$ cat config.mk
export PLATFORM = sky130hd
export DESIGN_NAME = loopback_pattern_gen
export DESIGN_NICKNAME = d
export VERILOG_FILES = /design/src/rtl/loopback_pattern_gen.sv
export SDC_FILE = /design/constraint.sdc
export NUM_CORES = 1
export LEC_CHECK = 0
export ABC_AREA = 1
export BUFFER_PORTS_ARGS = -buffer_cell sky130_fd_sc_hd__buf_2
export CORE_MARGIN = 8
export CORE_UTILIZATION = 45
export CTS_CLUSTER_SIZE = 25
export DETAILED_ROUTE_END_ITERATION = 16
export GPL_ROUTABILITY_DRIVEN = 0
export PLACE_DENSITY = 0.74
export SLEW_MARGIN = 20
export SYNTH_ARGS = -nofsm -noshare
export SYNTH_HDL_FRONTEND = slang
export SYNTH_SLANG_ARGS = --single-unit
$ cat constraint.sdc
create_clock -name clk -period 3.4 [get_ports clk]
set_input_delay 0.68 -clock clk [delete_from_list [all_inputs] [get_ports clk]]
set_output_delay 0.68 -clock clk [all_outputs]
set_load 0.02 [all_outputs]
$ cat src/rtl/loopback_pattern_gen.sv
// loopback_pattern_gen: framed test-data source for the loopback path.
// Patterns are counter, PRBS-7, walking-one or constant. The first beat
// is valid one cycle after an accepted start.
// Backpressure: when m_tready is low, m_tdata and m_tlast hold and the
// pattern does not advance.
//
// Ports:
//   clk, rst          clock; asynchronous active-high reset
//   start, stop       run control pulses (start ignored while busy)
//   mode              00 counter, 01 PRBS-7, 10 walking-one, 11 constant
//   frame_len         beats per frame (0 treated as 1)
//   num_frames        frames per run (0 = until stop)
//   m_tdata/m_tvalid/m_tready/m_tlast   stream master
//   busy, done, frame_cnt               run status
//   err_inject        present only when LBPG_ERR_INJECT_EN is defined;
//                     flips bit 0 of the next transferred beat
module loopback_pattern_gen #(
   parameter int                DATA_W     = 8,
   parameter int                IFG_CYCLES = 2,
   parameter logic [DATA_W-1:0] CONST_PAT  = DATA_W'(8'hA5)
) (
   input  logic              clk,
   input  logic              rst,
   input  logic              start,
   input  logic              stop,
   input  logic [1:0]        mode,
   input  logic [15:0]       frame_len,
   input  logic [15:0]       num_frames,
`ifdef LBPG_ERR_INJECT_EN
   input  logic              err_inject,
`endif
   output logic [DATA_W-1:0] m_tdata,
   output logic              m_tvalid,
   input  logic              m_tready,
   output logic              m_tlast,
   output logic              busy,
   output logic              done,
   output logic [15:0]       frame_cnt
);

   typedef enum logic [1:0] {IDLE, RUN, GAP, FIN} state_t;

   localparam logic [15:0] GAP_LOAD = (IFG_CYCLES > 0) ? 16'(IFG_CYCLES - 1) : 16'd0;

   state_t            state, state_nxt;
   logic [1:0]        mode_q;
   logic [15:0]       len_q, nfr_q;
   logic [15:0]       beat_cnt;
   logic [15:0]       frame_cnt_q;
   logic [15:0]       gap_cnt;
   logic [DATA_W-1:0] pat;
   logic              stop_pend;

   logic              xfer;
   logic              is_last;
   logic [15:0]       len_last;
   logic [15:0]       frame_cnt_inc;
   logic              end_run;
   logic              stop_seen;
   logic              inj_bit;

   // First-beat value of each pattern.
   function automatic logic [DATA_W-1:0] pat_seed(input logic [1:0] m);
      logic [DATA_W-1:0] s;
      case (m)
         2'b00:   s = '0;
         2'b01:   s = DATA_W'(7'h7F);
         2'b10:   s = DATA_W'(1);
         default: s = CONST_PAT;
      endcase
      return s;
   endfunction

   function automatic logic [DATA_W-1:0] pat_next(input logic [1:0] m,
                                                   input logic [DATA_W-1:0] p);
      logic [DATA_W-1:0] n;
      case (m)
         2'b00:   n = p + DATA_W'(1);
         2'b01:   n = {{(DATA_W-7){1'b0}}, p[5:0], p[6] ^ p[5]};
         2'b10:   n = {p[DATA_W-2:0], p[DATA_W-1]};
         default: n = p;
      endcase
      return n;
   endfunction

   assign xfer          = m_tvalid & m_tready;
   // frame_len of 0 behaves as a single-beat frame.
   assign len_last      = (len_q == 16'd0) ? 16'd0 : len_q - 16'd1;
   assign is_last       = (beat_cnt == len_last);
   assign frame_cnt_inc = frame_cnt_q + 16'd1;
   // A stop arriving on the same cycle as the last beat still ends the run.
   assign stop_seen     = stop_pend | stop;
   assign end_run       = stop_seen | ((nfr_q != 16'd0) && (frame_cnt_inc == nfr_q));

   always_comb begin
      state_nxt = state;
      case (state)
         IDLE: if (start) state_nxt = RUN;
         RUN: begin
            if (xfer && is_last) begin
               if (end_run)              state_nxt = FIN;
               else if (IFG_CYCLES > 0)  state_nxt = GAP;
               else                      state_nxt = RUN;
            end
         end
         GAP: if (gap_cnt == 16'd0) state_nxt = stop_seen ? FIN : RUN;
         FIN: state_nxt = IDLE;
         default: state_nxt = IDLE;
      endcase
   end

   always_ff @(posedge clk or posedge rst) begin
      if (rst) begin
         state       <= IDLE;
         mode_q      <= 2'b00;
         len_q       <= 16'd0;
         nfr_q       <= 16'd0;
         beat_cnt    <= 16'd0;
         frame_cnt_q <= 16'd0;
         gap_cnt     <= 16'd0;
         pat         <= pat_seed(2'b00);
         stop_pend   <= 1'b0;
      end else begin
         state <= state_nxt;
         case (state)
            IDLE: begin
               if (start) begin
                  mode_q      <= mode;
                  len_q       <= frame_len;
                  nfr_q       <= num_frames;
                  frame_cnt_q <= 16'd0;
                  beat_cnt    <= 16'd0;
                  pat         <= pat_seed(mode);
               end
            end
            RUN: begin
               if (xfer) begin
                  if (is_last) begin
                     // Reload the seed now so the next frame starts clean
                     // whether or not a gap follows.
                     beat_cnt    <= 16'd0;
                     pat         <= pat_seed(mode_q);
                     frame_cnt_q <= frame_cnt_inc;
                     gap_cnt     <= GAP_LOAD;
                  end else begin
                     beat_cnt <= beat_cnt + 16'd1;
                     pat      <= pat_next(mode_q, pat);
                  end
               end
            end
            GAP: if (gap_cnt != 16'd0) gap_cnt <= gap_cnt - 16'd1;
            default: ;
         endcase

         if (state == FIN)
            stop_pend <= 1'b0;
         else if (state != IDLE && stop)
            stop_pend <= 1'b1;
      end
   end

`ifdef LBPG_ERR_INJECT_EN
   // err_act corrupts the beat currently presented; err_pend holds a request
   // that arrived during a stall so the stalled beat is never altered.
   logic err_act, err_pend;
   logic stalled;

   assign stalled = m_tvalid & ~m_tready;

   always_ff @(posedge clk or posedge rst) begin
      if (rst) begin
         err_act  <= 1'b0;
         err_pend <= 1'b0;
      end else if (xfer && err_act) begin
         err_act  <= 1'b0;
         err_pend <= 1'b0;
      end else if (!err_act && (err_pend || err_inject)) begin
         if (stalled) begin
            err_pend <= 1'b1;
         end else begin
            err_act  <= 1'b1;
            err_pend <= 1'b0;
         end
      end
   end

   assign inj_bit = err_act;
`else
   assign inj_bit = 1'b0;
`endif

   assign m_tvalid  = (state == RUN);
   assign m_tlast   = (state == RUN) && is_last;
   assign m_tdata   = (state == RUN) ? (pat ^ DATA_W'(inj_bit)) : '0;
   assign busy      = (state == RUN) || (state == GAP);
   assign done      = (state == FIN);
   assign frame_cnt = frame_cnt_q;

endmodule

==> results of run 1 <==
[area by class of cell]
class | count | area, um^2
clock buffer | 9 | 225.2
sequential | 93 | 2327
timing repair buffer | 76 | 432.9
inverter | 123 | 467.9
clock inverter | 7 | 85.08
multi-input combinational | 751 | 3685
tap | 184 | 230.2
fill | 1465 | 6915
[worst max-delay path: cells and delay by family, from the launching register on]
kind,cells,cell delay [ns]
flip-flops,1,0.37
buffers and inverters,3,0.31
AND/OR/NAND/NOR,11,1.33
adder cells (fa/ha/maj),1,0.18
[registers in the layout, indices dropped and copies added (netlist names)]
register / count
state: 2
nfr_q: 16
pat: 8
mode_q: 2
beat_cnt: 16
stop_pend: 1
len_q: 16
frame_cnt: 16
gap_cnt: 16
[power groups by stage]
| stage | clock network, mW | logic [mW] | registers, mW |
|---|---|---|---|
| finish | 1.05 | 2.77 | 1.75 |
| global route | 1.12 | 3.18 | 1.80 |
| CTS | 1.08 | 2.73 | 1.74 |
| detailed placement | 0 | 2.72 | 1.75 |
| global placement | 0 | 2.67 | 1.75 |
| floorplan | 0 | 2.24 | 1.67 |
[per-layer routing]
| metal | wire length [um] | vias to the layer above | track usage (%) |
|---|---|---|---|
| li1 | - | 3299 | - |
| met3 | 744 | 28 | 3.695 |
| met1 | 7905 | 2991 | 24.11 |
| met4 | 318 | 0 | 6.528 |
| met5 | 0 | - | 0 |
| met2 | 7979 | 146 | 30.96 |
[worst paths after layout]
kind / startpoint / slack [ns] / to / cells past startpoint
setup / recovery: len_q[0]$_DFFE_PP0P_ / 0.17 / m_tlast / 15
hold / removal: rst / 0.35 / frame_cnt[2]$_DFFE_PP0P_ / 2
setup reg to reg: len_q[0]$_DFFE_PP0P_ / 0.55 / gap_cnt[3]$_DFFE_PP0P_ / 15
hold reg to reg: gap_cnt[0]$_DFFE_PP0P_ / 0.49 / gap_cnt[0]$_DFFE_PP0P_ / 2
max in group asynchronous: rst / 2.37 / len_q[11]$_DFFE_PP0P_ / 3
min in group clk: gap_cnt[0]$_DFFE_PP0P_ / 0.49 / gap_cnt[0]$_DFFE_PP0P_ / 2
[through the flow]
stage               setup WS, ns  cells   TNS (ns)  power, mW
floorplan                 0.2997    983          0      3.906
finish                    0.1728   1243          0      5.575
global route           -0.007310   1243  -0.007310      6.093
CTS                     0.006132   1234          0      5.551
global placement          0.4138   1218          0      4.418
detailed placement        0.3540   1218          0      4.474
[synth_stat cells, types with 2 or more instances]
cell type,number
inv_1,119
nor2_4,5
nor3_1,20
clkbuf_1,8
inv_2,2
nand2_4,2
nand3b_1,2
xnor2_1,3
a21oi_1,35
o22ai_1,2
nor2_2,6
nor4_1,5
nor2_1,127
o31ai_1,2
or2_2,10
nand3_1,101
nand2_2,8
buf_6,6
mux2_2,5
nand4_1,25
xor2_1,13
dfrtp_1,93
o21ai_2,10
o21ai_0,27
o211ai_1,2
ha_1,14
o21ai_1,15
nand2_1,300
buf_2,3
[timing repair]
item,CTS,global route
cloned,0,3
setup endpoints to repair,1,1
resized for setup,1,11
pin swaps,0,7
buffers inserted,0,6
[cells by family (layout without fill, tap and decap cells)]
kind of cell / Yosys count / count (layout)
mux: 5 / 5
simple gates: 618 / 621
buf+inv: 142 / 215
flops: 93 / 93
compound gates: 95 / 95
fa+ha+maj: 14 / 14
xor+xnor: 16 / 16
==> impl_results.md, run 1 <==
* Boundary Pins at 67
* Sw Pwr at between 2 and 3 mW
* Detailed-route via count at 6464
* Total clock sinks at 93
* Sw frac at 46.63%
* Post-synth ARST share at 100.0%
* Arr. time, crit path at 2.55 ns
* Htree depth at 3
* Post-Syn Instances at ~980
* Post-DP HPWL at roughly 13000 um
* Vias in the first global route at around 6000
* Tmin final at 3.227 ns
* Peak Freq at 0.3099 GHz
* Min-Delay Path Class: in -> async
* CTS max path bufs at 2
* Die area at between 15000 and 20000 um^2
* Core ar. at approximately 14000 um^2
* Total CTS buffers at 9
* Pwr Density at 748.0 nW/um^2
* Clock-pin transition on the worst setup and hold timing paths at roughly 0.070 ns
* Flops & latches, synth at 93
* Die width at 136.5 um
* Global Route Usage Sum at 18.81%
* Port bufs at 66
* Post-DR wirelength/cell at roughly 14 um
* Post-route DRC violation count at 0
* Max Slew Vio Count at 0
* CP max FO at 6
* Status: complete, no violations
* Mapped Nets at 1036
* Commonest non-fill, non-tap cell in the layout: nand2_1
* Die height at approximately 140 um
* Diode count at 0
* EDFF count, synth at 0
* Most frequent cells in the layout: 298 x nand2_1, 124 x nor2_1, 116 x inv_1
* Area contributors post-synth: dfrtp_1 36%, nand2_1 17%, nand3_1 7.7%
* Yosys top cell by area: dfrtp_1
* Max VDD drop at about 0.48 mV
* LEAKAGE at 3.749 nW
* Largest net degree at the start of global routing at 56
* Initial antenna violation count at 0
* WL final at approximately 17000 um
* Remaining Overflow, GRT at 0
* Worst-Margin Slew at 0.6876 ns
* Simple-gate area share of the yosys netlist at a little over 40%
* Vias/cell at 5.200
* Internal power at 2.975 mW
* Drt initial violations at roughly 420
* Yosys cell types at 42
* First-pass GRT wire length at 28540 um
* Mean Syn Cell Area at roughly 6.6 um^2
* XOR/XNOR Fraction of Synth Area at under 10%
* CP max-delay cell: dfrtp_1
* # nets final at about 1100
* Syn-to-layout area delta at 14.16%
* Fin util at roughly half
* Slowest stage delay, CP at roughly 0.37 ns
* Post-synthesis adder-cell area fraction at 2.683%
* CP Class: reg -> out
* Crit end category: primary output
* DRT antenna net count at 0
* Compound-cell area share of the yosys netlist at between 8 and 9%
* Final setup fails at 0
* Ys Warns at 0
* Prevailing post-synth register cell: dfrtp_1
* Area fraction of the dominant cell type after synthesis at roughly 36%
* Clk_skew at ~0.013 ns
* Max cap viols at 0
* CP cell instances: inv_2 > ha_4 > nand2_2 > nor2_4 > nand2_4 > nand3_1 > nand2_1 > nand2_1 > nand2_1 > nor2_1 > nand3_1 > nor2_4 > nand2_2 > inv_1 > buf_4
* Post-Layout Inst Area at 7453 um^2
* Hold_buf cts at 0
* Crit share post-route at 94.92%
* Power share of the sequential group at 31.4%
* Req. time, crit path at 2.72 ns
* Largest family of logic cells by synthesized area: simple AND/OR/NAND/NOR gates
* Worst rel slew slack at 54.00%
* Worst-Skew Late Latency at between 0.3 and 0.4 ns
* Mux contribution to synthesized area at less than 1%
* Part of the Yosys area used for sequential elements at around 36%
* Layout cells sized above 1 at roughly 15%
* Logic pwr share at 49.8%
* Pre-antenna DRT Iters at 6
* Final hold slack at around 0.35 ns
* Placed cell areas at ~7000 um^2
* Hold Vio Cnt, Final at 0
* CP Launch Type: register
* TritonCTS clock tree: done
* Root buf cell: clkbuf_16
* Starting density of the core at 45.44%
* Clk pwr share at 18.8%
* CP dominant cell by count: nand2_1
* # rows at 44
* Netlist Area Pre-Place at approximately 6500 um^2
Note: power is estimated with default switching activity, not from simulation.
==> run 2, diff against run 1 <==
--- a/config.mk
+++ b/config.mk
@@ -13,7 +13,7 @@
 export DETAILED_ROUTE_END_ITERATION = 16
 export GPL_ROUTABILITY_DRIVEN = 0
 export PLACE_DENSITY = 0.74
-export SLEW_MARGIN = 20
+export REMOVE_ABC_BUFFERS = 1
 export SYNTH_ARGS = -nofsm -noshare
 export SYNTH_HDL_FRONTEND = slang
 export SYNTH_SLANG_ARGS = --single-unit
==> impl_results.md, run 2 (synthesis gave the netlist of run 1 again) <==
* Most frequent cells in the layout: 298 x nand2_1, 126 x nor2_1, 117 x inv_1 (was 298 x nand2_1, 124 x nor2_1, 116 x inv_1)
* Diode count at 0 (unchanged)
* First-pass GRT wire length at 28410 um (was 28540 um)
* Buf/Inv on CP at 3 (unchanged)
* Crit end category: primary output (unchanged)
* Pwr Density at 763.4 nW/um^2 (was 748.0 nW/um^2)
* Delay-heaviest family, CP: simple AND/OR/NAND/NOR gates (unchanged)
* Detailed-route via count at 6372 (was 6464)
* Status: complete, no violations (unchanged)
* Hold Vio Cnt, Final at 0 (unchanged)
* Commonest non-fill, non-tap cell in the layout: nand2_1 (unchanged)
* Peak Freq at 0.3116 GHz (was 0.3099 GHz)
* Layout cells sized above 1 at 13.89% (was 14.83%)
* Root buf cell: clkbuf_16 (unchanged)
* Largest net degree at the start of global routing at 63 (was 56)
* LEAKAGE at 3.699 nW (was 3.749 nW)
* Drt initial violations at 486 (was 424)
* Vias in the first global route at 6169 (was 6045)
* Arr. time, crit path at 2.53 ns (was 2.55 ns)
* Die area at 18620 um^2 (unchanged)
* Area of the multi-input gates at 3657 um^2 (was 3685 um^2)
* Fillers at 1485 (was 1465)
* Die height at 136.5 um (unchanged)
* WL final at 16750 um (was 16950 um)
* Vias/cell at 5.160 (was 5.200)
* Max VDD drop at 0.4031 mV (was 0.4795 mV)
* Min-Delay Path Class: in -> async (unchanged)
* Worst rel slew slack at 46.99% (was 54.00%)
* Port bufs at 66 (unchanged)
* Worst-Margin Slew at 0.7952 ns (was 0.6876 ns)
* # nets final at 1099 (was 1107)
* Req. time, crit path at 2.72 ns (about the same)
* Post-route DRC violation count at 0 (unchanged)
* Boundary Pins at 67 (unchanged)
* Core ar. at 14370 um^2 (unchanged)
* Placed insts at 1218 (unchanged)
* Remaining Overflow, GRT at 0 (unchanged)
* CP max-delay cell: dfrtp_1 (unchanged)
* FF+latch area at 2327 um^2 (unchanged)
* Post-DR wirelength/cell at 13.56 um (was 13.63 um)
* # rows at 44 (unchanged)
* Pre-antenna DRT Iters at 5 (was 6)
* CP Class: reg -> out (unchanged)
* Crit share post-route at 94.39% (was 94.92%)
* DRT antenna net count at 0 (unchanged)
* Max Slew Vio Count at 0 (unchanged)
* Clock-pin transition on the worst setup and hold timing paths at 0.07 ns (about the same)
* Clk_skew at 0.01112 ns (was 0.01334 ns)
* Starting density of the core at 45.44% (unchanged)
* Max cap viols at 0 (unchanged)
* Tmin final at 3.209 ns (was 3.227 ns)
* GR Layer Usage met1 at 23.75% (was 24.11%)
* Total CTS buffers at 9 (unchanged)
* Setup TNS at 0 ns (unchanged)
* Htree depth at 3 (unchanged)
* Worst-Skew Late Latency at 0.35 ns (was 0.36 ns)
* Postcts setup bufs at 0 (unchanged)
* Met2 usage at 30.50% (was 30.96%)
* CP Launch Type: register (unchanged)
* Post-DP HPWL at 12470 um (was 12630 um)
* Total clock sinks at 93 (unchanged)
* CP max FO at 19 (was 6)
* Met3 Use GR at 4.804% (was 3.695%)
* CP cell instances: inv_2 > ha_4 > nand2_2 > nor2_4 > nand2_8 > nand3_1 > nand2_1 > nor2_2 > nand2_1 > nor2_1 > nand3_1 > nor2_4 > nand2_2 > inv_1 > buf_2 (was inv_2 > ha_4 > nand2_2 > nor2_4 > nand2_4 > nand3_1 > nand2_1 > nand2_1 > nand2_1 > nor2_1 > nand3_1 > nor2_4 > nand2_2 > inv_1 > buf_4)
* Final non-filler cell total at 1235 (was 1243)
* CTS max path bufs at 2 (unchanged)
* Grt peak-use layer: met2 (unchanged)
* Slowest stage delay, CP at 0.37 ns (about the same)
* Die width at 136.5 um (unchanged)
* Hold_buf cts at 0 (unchanged)
* TritonCTS clock tree: done (unchanged)
* Global Route Usage Sum at 18.79% (was 18.81%)
* Final setup fails at 0 (unchanged)
* Syn-to-layout area delta at 13.30% (was 14.16%)
* Initial antenna violation count at 0 (unchanged)
run 2: cell count changes in the layout (fill, tap and decap cells not counted), sizes merged:
cell / change
clkbuf: +2
inv: +1
nand2: -2
bufinv: +1
clkinv: -4
buf: -6
run 2: worst reg2reg max path, delay by kind of cell (launching register included):
kind            cells  cell delay (ns)
simple gates       15             2.14
compound gates      1             0.09
flops               1             0.42
run 2: per-layer routing:
layer | wire, um | share of wire, %
met4 | 328 | 2.0
met1 | 7627 | 46
met2 | 7763 | 46
met3 | 1029 | 6.1
met5 | 0 | 0
run 2: final timing paths:
kind | start | to | slack (ns) | depth (start not counted)
setup / recovery | len_q[0]$_DFFE_PP0P_ | m_tlast | 0.19 | 15
hold / removal | rst | gap_cnt[10]$_DFFE_PP0P_ | 0.48 | 2
setup reg to reg | len_q[4]$_DFFE_PP0P_ | gap_cnt[5]$_DFFE_PP0P_ | 0.60 | 16
hold reg to reg | gap_cnt[0]$_DFFE_PP0P_ | gap_cnt[0]$_DFFE_PP0P_ | 0.50 | 2
max in group asynchronous | rst | len_q[9]$_DFFE_PP0P_ | 2.24 | 3
min in group clk | gap_cnt[0]$_DFFE_PP0P_ | gap_cnt[0]$_DFFE_PP0P_ | 0.50 | 2
run 2: through the flow:
step / hold WS, ns / power (mW) / utilization, % / setup WS, ns / instance area [um^2]
floorplan: 0.4491 / 3.805 / - / 0.2997 / 6405
global placement: 0.4660 / 4.419 / 48.81 / 0.4198 / 7013
detailed placement: 0.4736 / 4.474 / 48.81 / 0.3551 / 7013
CTS: 0.4960 / 5.658 / 51.25 / 0.01911 / 7363
global route: 0.5136 / 6.191 / 51.48 / -0.01281 / 7397
finish: 0.4821 / 5.647 / 51.48 / 0.1908 / 7397
run 2: timing repair:
action | in CTS | in global routing
resized for setup | 1 | 7
endpoints found under the setup margin | 1 | 1
cloned | 0 | 1
pin swaps | 0 | 2
run 2: cell type report:
class | instances | area share [%]
Clock inverter | 5 | 1.201
Tap cell | 184 | 3.112
Timing Repair Buffer | 70 | 5.041
Sequential cell | 93 | 31.46
Inverter | 123 | 6.326
Clock buffer | 11 | 3.417
Multi-Input combinational cell | 749 | 49.44
run 2: power breakdown:
| part | total [mW] | internal [mW] | switching [mW] | leakage, nW |
|---|---|---|---|---|
| sequential | 1.74 | 1.43 | 0.318 | 1.18 |
| clock | 1.15 | 0.695 | 0.460 | 0.169 |
| combinational | 2.75 | 0.949 | 1.80 | 2.35 |
==> run 3, diff against run 2 <==
--- a/config.mk
+++ b/config.mk
@@ -7,12 +7,13 @@
 export LEC_CHECK = 0
 export ABC_AREA = 1
 export BUFFER_PORTS_ARGS = -buffer_cell sky130_fd_sc_hd__buf_2
+export CAP_MARGIN = 20
 export CORE_MARGIN = 8
-export CORE_UTILIZATION = 45
+export CORE_UTILIZATION = 60
 export CTS_CLUSTER_SIZE = 25
 export DETAILED_ROUTE_END_ITERATION = 16
 export GPL_ROUTABILITY_DRIVEN = 0
-export PLACE_DENSITY = 0.74
+export PLACE_DENSITY = 0.91
 export REMOVE_ABC_BUFFERS = 1
 export SYNTH_ARGS = -nofsm -noshare
 export SYNTH_HDL_FRONTEND = slang
==> impl_results.md, run 3 (synthesis gave the netlist of run 1 again) <==
* Detailed-route via count at 6682 (was 6372)
* Clk pwr share at 14.1% (was 20.5%)
* Pre-antenna DRT Iters at 7 (was 5)
* Drt initial violations at 510 (was 486)
* Total clock sinks at 93 (unchanged)
* Starting density of the core at 60.76% (was 45.44%)
* Vias in the first global route at 6210 (was 6169)
* Fillers at 882 (was 1485)
* Internal power at 2.773 mW (was 3.071 mW)
* Clk_skew at 0.01040 ns (was 0.01112 ns)
* Final hold slack at 0.3551 ns (was 0.4821 ns)
* Boundary Pins at 67 (unchanged)
* Sw frac at 48.59% (was 45.61%)
* Syn-to-layout area delta at 13.38% (was 13.30%)
* Diode count at 0 (unchanged)
* Arr. time, crit path at 2.68 ns (was 2.53 ns)
* Max VDD drop at 0.4451 mV (was 0.4031 mV)
* Htree depth at 3 (unchanged)
* Core ar. at 10750 um^2 (was 14370 um^2)
* Initial antenna violation count at 0 (unchanged)
* Post-DP HPWL at 11770 um (was 12470 um)
* Status: complete, no violations (unchanged)
* Largest net degree at the start of global routing at 94 (was 63)
* Max Slew Vio Count at 0 (unchanged)
* First-pass GRT wire length at 27620 um (was 28410 um)
* Remaining Overflow, GRT at 0 (unchanged)
* Peak Freq at 0.2976 GHz (was 0.3116 GHz)
* Crit share post-route at 98.83% (was 94.39%)
* TritonCTS clock tree: done (unchanged)
* Worst-Margin Slew at 0.6535 ns (was 0.7952 ns)
* Crit end category: primary output (unchanged)
* CTS max path bufs at 2 (unchanged)
* DP Worst Slack at 0.3650 ns (was 0.3551 ns)
* Commonest non-fill, non-tap cell in the layout: nand2_1 (unchanged)
* Tmin final at 3.360 ns (was 3.209 ns)
* Layout cells sized above 1 at 16.37% (was 13.89%)
* WL final at 17140 um (was 16750 um)
* Sw Pwr at 2.622 mW (was 2.576 mW)
* CP Class: reg -> out (unchanged)
* Post-DR wirelength/cell at 14.18 um (was 13.56 um)
* Port bufs at 66 (unchanged)
* CP max FO at 7 (was 19)
* Die area at 14480 um^2 (was 18620 um^2)
* Post-route DRC violation count at 0 (unchanged)
* Worst-Skew Late Latency at 0.38 ns (was 0.35 ns)
* Final setup fails at 0 (unchanged)
* Power share of the sequential group at 32.9% (was 30.9%)
* Total CTS buffers at 9 (unchanged)
* Hold Vio Cnt, Final at 0 (unchanged)
* CP Launch Type: register (unchanged)
* # nets final at 1118 (was 1099)
* Max cap viols at 0 (unchanged)
* Worst rel slew slack at 55.97% (was 46.99%)
* Die width at 120.3 um (was 136.5 um)
* LEAKAGE at 3.716 nW (was 3.699 nW)
* Clock-pin transition on the worst setup and hold timing paths at 0.10 ns (was 0.07 ns)
* Most frequent cells in the layout: 298 x nand2_1, 118 x nor2_1, 116 x inv_1 (was 298 x nand2_1, 126 x nor2_1, 117 x inv_1)
* # rows at 38 (was 44)
* Global Route Usage Sum at 22.82% (was 18.79%)
* Logic pwr share at 53.0% (was 48.6%)
* Worst setup margin at 0.03992 ns (was 0.1908 ns)
* Req. time, crit path at 2.72 ns (about the same)
* Vias/cell at 5.527 (was 5.160)
* Root buf cell: clkbuf_8 (was clkbuf_16)
* Min-Delay Path Class: in -> async (unchanged)
* Die height at 120.3 um (was 136.5 um)
* DRT antenna net count at 0 (unchanged)
* Pwr Density at 728.8 nW/um^2 (was 763.4 nW/um^2)
[run 3: path summary, 6_finish.rpt]
check,endpoint,depth (start not counted),slack (ns),from
worst min-delay path,gap_cnt[11]$_DFFE_PP0P_,3,0.36,rst
max in group asynchronous,len_q[4]$_DFFE_PP0P_,3,2.58,rst
min in group clk,gap_cnt[0]$_DFFE_PP0P_,2,0.50,gap_cnt[0]$_DFFE_PP0P_
worst min register to register,gap_cnt[0]$_DFFE_PP0P_,2,0.50,gap_cnt[0]$_DFFE_PP0P_
worst max-delay path,m_tlast,14,0.04,len_q[2]$_DFFE_PP0P_
worst max register to register,gap_cnt[2]$_DFFE_PP0P_,17,0.50,len_q[7]$_DFFE_PP0P_
[run 3: layout make-up]
class | count | area (um^2) | share of cell area [%]
Sequential cell | 93 | 2328 | 31.46
Clock inverter | 6 | 71.32 | 0.9635
Inverter | 123 | 467.9 | 6.322
Tap cell | 140 | 175.2 | 2.366
Clock buffer | 9 | 123.9 | 1.673
Multi-Input combinational cell | 750 | 3712 | 50.15
Timing Repair Buffer | 88 | 523.0 | 7.066
[run 3: critical path: stages, from the launching register on]
cell and delay (ns):
dfrtp_1 0.45, nor2_1 0.21, nand2_2 0.17, nor2_4 0.21, nand3_1 0.20, nand3_1 0.16, nand2_1 0.06, nand2_1 0.09
nand2_1 0.07, nor2_2 0.10, nand3_2 0.10, nor2_4 0.16, nand2_2 0.09, inv_1 0.08, buf_4 0.15
[run 3: power groups by stage]
stage                     logic (mW)  clock network, mW  registers, mW
after floorplan                 2.13                  0           1.67
after global placement          2.62                  0           1.74
after detailed placement        2.70                  0           1.75
after CTS                       2.73              0.779           1.74
after global routing            3.25              0.815           1.82
final                           2.86              0.763           1.77
[run 3: timing repair]
item / in CTS / in global routing
pin swaps: 0 / 8
buffers inserted: 0 / 17
hold buffers: 0 / 0
resized for setup: 2 / 23
cloned: 0 / 2
endpoints found under the setup margin: 1 / 1
[run 3: through the flow]
stage	instances	cell area, um^2	util, %	setup TNS, ns	power, mW
2_1_floorplan	964	6405	-	0	3.805
3_3_place_gp	1175	6965	64.82	0	4.361
3_5_place_dp	1175	6965	64.82	0	4.452
4_1_cts	1190	7172	66.74	0	5.249
5_1_grt	1209	7402	68.89	-0.09420	5.883
6_report	1209	7402	68.89	0	5.395
[run 3: metal layers]
layer / share of wire (%) / track usage (%) / vias up
li1: - / - / 3322
met1: 43 / 27.30 / 3021
met2: 47 / 39.36 / 283
met3: 6.8 / 5.408 / 56
met4: 3.2 / 8.119 / 0
met5: 0 / 0 / -
